## src/rtl/sram_arbiter.sv

```systemverilog
// Arbitrates one single-port SRAM/bus slave between instruction fetch
// and load/store, with data priority, stall requests and an ack watchdog.
module sram_arbiter #(
    parameter int ADDR_W      = 32,
    parameter int DATA_W      = 32,
    parameter int TIMEOUT_CYC = 255
) (
    input  logic              clk,
    input  logic              rst,
    input  logic              inst_req,
    input  logic [ADDR_W-1:0] inst_addr,
    output logic [DATA_W-1:0] inst_rdata,
    output logic              inst_ready,
    output logic              inst_err,
    input  logic              data_req,
    input  logic              data_we,
    input  logic [3:0]        data_sel,
    input  logic [ADDR_W-1:0] data_addr,
    input  logic [DATA_W-1:0] data_wdata,
    output logic [DATA_W-1:0] data_rdata,
    output logic              data_ready,
    output logic              data_err,
    output logic              mem_ce,
    output logic              mem_we,
    output logic [3:0]        mem_sel,
    output logic [ADDR_W-1:0] mem_addr,
    output logic [DATA_W-1:0] mem_wdata,
    input  logic [DATA_W-1:0] mem_rdata,
    input  logic              mem_ack,
    output logic              stallreq_if,
    output logic              stallreq_mem
);

    typedef enum logic [1:0] {IDLE, INST, DATA} state_t;

    // Counter value at which an unacknowledged access gets aborted.
    localparam logic [7:0] LAST = 8'(TIMEOUT_CYC - 1);

    state_t     state;
    logic [7:0] cnt;
    logic       data_grant;
    logic       inst_grant;

    // A port pulsing ready still shows its old request this cycle.
    assign data_grant   = data_req && !data_ready;
    assign inst_grant   = inst_req && !inst_ready;
    assign stallreq_if  = inst_grant;
    assign stallreq_mem = data_grant;

    // Arbitration FSM with registered memory and completion outputs.
    always_ff @(posedge clk) begin
        if (rst) begin
            state      <= IDLE;
            cnt        <= '0;
            inst_rdata <= '0;
            inst_ready <= 1'b0;
            inst_err   <= 1'b0;
            data_rdata <= '0;
            data_ready <= 1'b0;
            data_err   <= 1'b0;
            mem_ce     <= 1'b0;
            mem_we     <= 1'b0;
            mem_sel    <= '0;
            mem_addr   <= '0;
            mem_wdata  <= '0;
        end else begin
            inst_ready <= 1'b0;
            inst_err   <= 1'b0;
            data_ready <= 1'b0;
            data_err   <= 1'b0;
            unique case (state)
                IDLE: begin
                    cnt <= '0;
                    if (data_grant) begin
                        state     <= DATA;
                        mem_ce    <= 1'b1;
                        mem_we    <= data_we;
                        mem_sel   <= data_sel;
                        mem_addr  <= data_addr;
                        mem_wdata <= data_wdata;
                    end else if (inst_grant) begin
                        state     <= INST;
                        mem_ce    <= 1'b1;
                        mem_we    <= 1'b0;
                        mem_sel   <= 4'b1111;
                        mem_addr  <= inst_addr;
                        mem_wdata <= '0;
                    end else begin
                        mem_ce <= 1'b0;
                    end
                end
                INST, DATA: begin
                    if (mem_ack) begin
                        state  <= IDLE;
                        mem_ce <= 1'b0;
                        cnt    <= '0;
                        if (state == INST) begin
                            inst_ready <= 1'b1;
                            inst_rdata <= mem_rdata;
                        end else begin
                            data_ready <= 1'b1;
                            if (!mem_we) data_rdata <= mem_rdata;
                        end
                    end else if (cnt == LAST) begin
                        state  <= IDLE;
                        mem_ce <= 1'b0;
                        cnt    <= '0;
                        if (state == INST) begin
                            inst_ready <= 1'b1;
                            inst_err   <= 1'b1;
                            inst_rdata <= '0;
                        end else begin
                            data_ready <= 1'b1;
                            data_err   <= 1'b1;
                            data_rdata <= '0;
                        end
                    end else begin
                        cnt <= cnt + 8'd1;
                    end
                end
                default: begin
                    state  <= IDLE;
                    mem_ce <= 1'b0;
                    cnt    <= '0;
                end
            endcase
        end
    end

endmodule

```

## config.mk

```make
export PLATFORM = sky130hd
export DESIGN_NAME = sram_arbiter
export DESIGN_NICKNAME = d
export VERILOG_FILES = /design/src/rtl/sram_arbiter.sv
export SDC_FILE = /design/constraint.sdc
export NUM_CORES = 1
export LEC_CHECK = 0
export ABC_AREA = 0
export CORE_UTILIZATION = 39
export CTS_CLUSTER_DIAMETER = 150
export CTS_CLUSTER_SIZE = 10
export DETAILED_ROUTE_END_ITERATION = 6
export GPL_ROUTABILITY_DRIVEN = 1
export MAX_ROUTING_LAYER = met4
export PLACE_DENSITY = 0.8
export SLEW_MARGIN = 20
export SYNTH_ARGS = -nofsm -noshare
export SYNTH_HDL_FRONTEND = slang
export SYNTH_SLANG_ARGS = --single-unit
```

## constraint.sdc

```tcl
create_clock -name clk -period 1.97 [get_ports clk]
set_clock_uncertainty 0.1 [all_clocks]
set_input_delay 0.2955 -clock clk [delete_from_list [all_inputs] [get_ports clk]]
set_output_delay 0.2955 -clock clk [all_outputs]
set_load 0.05 [all_outputs]
```

==> impl_metrics.tcl <==
set metrics [dict create \
    setup-violations-final 0 \
    critPathLaunchType "register" \
    yosys.cell_types.count 36 \
    fin_cells 944 \
    critPathTopFamily "buffers and inverters" \
    slowest_delay_ns 0.80 \
    pwr-share-comb 0.283 \
    cts_tree "done" \
    die_x_um 118 \
    seq_area_frac_synth 0.564 \
    rr_endpoint "data_rdata[24]" \
    critical_path.endpoint_type "output port" \
    routed_wirelength_um 15600 \
    wl_per_cell_um 16.5 \
    syn_avg_cell_area_um2 10.8 \
    yosys_warnings 0 \
    grt_max_degree 55 \
    first_pass_iters 5 \
    worst-slew-pin-transition_ns 0.561 \
    multi_input_area_um2 2110 \
    post_cts_buffers 0 \
    totalNegativeSetupSlack_ns 0 \
    status "completed" \
    drc 0 \
    path_depth 1 \
    cp_num_buf_inv 1 \
    io_pins 278 \
    cp-startpoint "mem_wdata[25]" \
    initial_core_util 0.399 \
    slowest_stage "clkdlybuf4s50_1" \
    regArea_um2 2960 \
    max_freq_mhz 517 \
    htree_levels 4 \
    p_int_mw 6.03 \
    p_leak_nw 4.46 \
    rsz0062_at_grt "no" \
    core_area_um2 13200 \
    worstSetupEndpoint "mem_wdata[25]" \
    dpl.cell_count 912 \
    pre_cts_ws_ns 0.000746 \
    num_rows 42 \
    cts_root_buf "clkbuf_16" \
    dieArea_um2 13900 \
    p_sw_frac 0.334 \
    critPathMaxFanout 2 \
    seq_power_share 0.378 \
    die_h_um 118 \
    gr-usage-all-layers 0.229 \
    grt_pass1_vias 4807 \
    dp.final_hpwl_um 11100 \
    synth.cell_area_um2 5260 \
    slew_headroom 0.626 \
    min_period_ns 1.93 \
    ant_nets 0 \
    rrSetupSlack_ns 0.14 \
    overflow 0 \
    antenna_found_initial 0 \
    p_per_area_nw_per_um2 1030 \
    num_vias 4820 \
    power.switching_mw 3.02 \
    clockBufferDepth 2 \
    syn_nets 628 \
    layout-drive-gt1-share 0.0911 \
    setup_slack_ns 0.0372 \
    cts_sinks 148 \
    drv_cap 0 \
    yosys_register_bits 148 \
    nets 897 \
    fillers 1050 \
    worstSetupPathType "register to output port" \
    clk_latency_ns 0.42 \
    area_growth_syn_to_layout_pct 67.9 \
    p_total_mw 9.05 \
    cp.arrival_ns 1.54 \
    antenna_cells 0 \
    vdd_ir_drop_max_uv 609 \
    fin_crit_sh 0.981 \
    slew_violations 0 \
    r2r-start "state[0]" \
    reg2reg_depth 6 \
    finalHoldViolCount 0 \
    io_buffers 277 \
    worstPathCellList "clkdlybuf4s50_1" \
    grt_pass1_wl_um 24200 \
    clkPwrFrac 0.338 \
    place.gp.congestion 0.864 \
    final_core_util 0.669 \
    drt-initial-drc-count 384 \
    netlist_instances 486 \
    numCtsBuffers 17 \
    critical_path_required_ns 1.57 \
    hp-class "input port to register" \
    drt-vias-per-instance 5.11 \
    clk_pin_slew_ns 0.06 \
]
-- layout by cell type, fill, tap and decap left out, types with 5 or more instances in the layout --
master and instances:
mux2i_1 33, clkdlybuf4s50_1 138, nand2_1 5, dlymetal6s2s_1 37
clkbuf_16 17, dfxtp_1 148, inv_1 7, a22oi_1 33
nand3_1 5, nor2_1 78, buf_4 13, dlygate4sd2_1 91
a211oi_1 32, a22o_1 64, buf_12 10
-- worst register-to-register path, delay by kind of cell, from the launching register on --
kind	cells	cell delay [ns]
simple gates	2	0.47
fa+ha+maj	1	0.39
flops	1	0.36
buf+inv	2	0.28
compound gates	1	0.18
-- kinds of logic (layout without fill, tap and decap cells) --
kind of cell,count (synthesis),in the layout,share of synthesized area
flip-flops,148,148,0.564
AO/OA/AOI/OAI,144,144,0.224
AND/OR/NAND/NOR,104,104,0.0864
buffers and inverters,47,329,0.0438
multiplexers,33,33,0.0628
XOR/XNOR,6,6,0.0100
adder cells (fa/ha/maj),4,4,0.00952
-- registers in the layout (all words and copies together) (netlist names) --
signal and cells:
mem_ce 1, cnt 8, data_ready 1, inst_err 1, inst_ready 1, mem_addr 32, mem_we 1, data_rdata 32
mem_sel 4, inst_rdata 32, state 2, mem_wdata 32, data_err 1
-- synthesized netlist by cell type --
cell,instances,share of area
a211oi_1,32,0.046
a21o_1,1,0.0014
a22o_1,64,0.11
a22oi_1,33,0.047
a31oi_1,1,0.0012
a31oi_2,1,0.0024
a32o_1,1,0.0019
and2_1,1,0.0012
and3_1,1,0.0012
buf_2,22,0.021
buf_4,1,0.0014
buf_6,3,0.0064
clkbuf_1,14,0.010
dfxtp_1,148,0.56
ha_1,4,0.0095
inv_1,7,0.0050
mux2i_1,33,0.063
nand2_1,5,0.0036
nand2b_1,1,0.0012
nand3_1,5,0.0048
nand4_2,1,0.0024
nor2_1,78,0.056
nor2b_1,4,0.0048
nor3_1,3,0.0029
nor3b_2,1,0.0024
nor4_1,2,0.0024
nor4b_2,1,0.0029
o21a_1,1,0.0014
o21ai_0,2,0.0019
o21ai_1,2,0.0019
o21bai_1,1,0.0014
o221a_2,4,0.0086
o31ai_2,1,0.0024
or2_2,1,0.0012
xnor2_1,4,0.0067
xor2_1,2,0.0033
-- stage by stage --
| step | hold WS [ns] | instance area, um2 |
|---|---|---|
| global route | 0.123 | 8830 |
| global placement | 0.355 | 8280 |
| finish | 0.123 | 8830 |
| floorplan | 0.328 | 5270 |
| detailed placement | 0.357 | 8280 |
| CTS | 0.105 | 8740 |
-- power by group through the flow --
stage	Sequential [mW]	Clock, mW	Combinational, mW
final	3.43	3.06	2.56
after global routing	3.46	3.29	2.71
after CTS	3.43	3.13	2.58
after detailed placement	3.49	0	2.71
after global placement	3.48	0	2.66
after floorplan	4.40	0	0.727
-- routing by layer --
| metal | GRT usage | vias to the layer above | share of wire |
|---|---|---|---|
| li1 | - | 2323 | - |
| met1 | 0.263 | 2236 | 0.40 |
| met2 | 0.378 | 233 | 0.50 |
| met3 | 0.0644 | 28 | 0.081 |
| met4 | 0.0849 | 0 | 0.019 |
| met5 | - | - | 0 |
-- final cells by class --
| type | count | share of cell area |
|---|---|---|
| multi-input cells | 291 | 0.239 |
| inverters | 7 | 0.00298 |
| well taps | 176 | 0.0249 |
| flip-flops and latches | 148 | 0.336 |
| clock inverters | 11 | 0.0112 |
| repair buffers | 290 | 0.333 |
| clock buffers | 21 | 0.0533 |
-- worst min-delay path by stage --
stage | startpoint | end | depth (start not counted)
after floorplan | mem_rdata[0] | data_rdata[0] | 1
after global placement | data_rdata[16] | data_rdata[16] | 1
after detailed placement | inst_rdata[26] | inst_rdata[26] | 1
after CTS | rst | inst_err | 2
after global routing | rst | inst_err | 2
final | rst | inst_err | 2
-- timing repair --
| action | CTS | global route |
|---|---|---|
| hold buffers | 0 | 0 |
| endpoints found under the setup margin | 91 | 37 |
| resized for setup | 91 | 37 |
No activity file was read; power rests on OpenSTA's default activity.
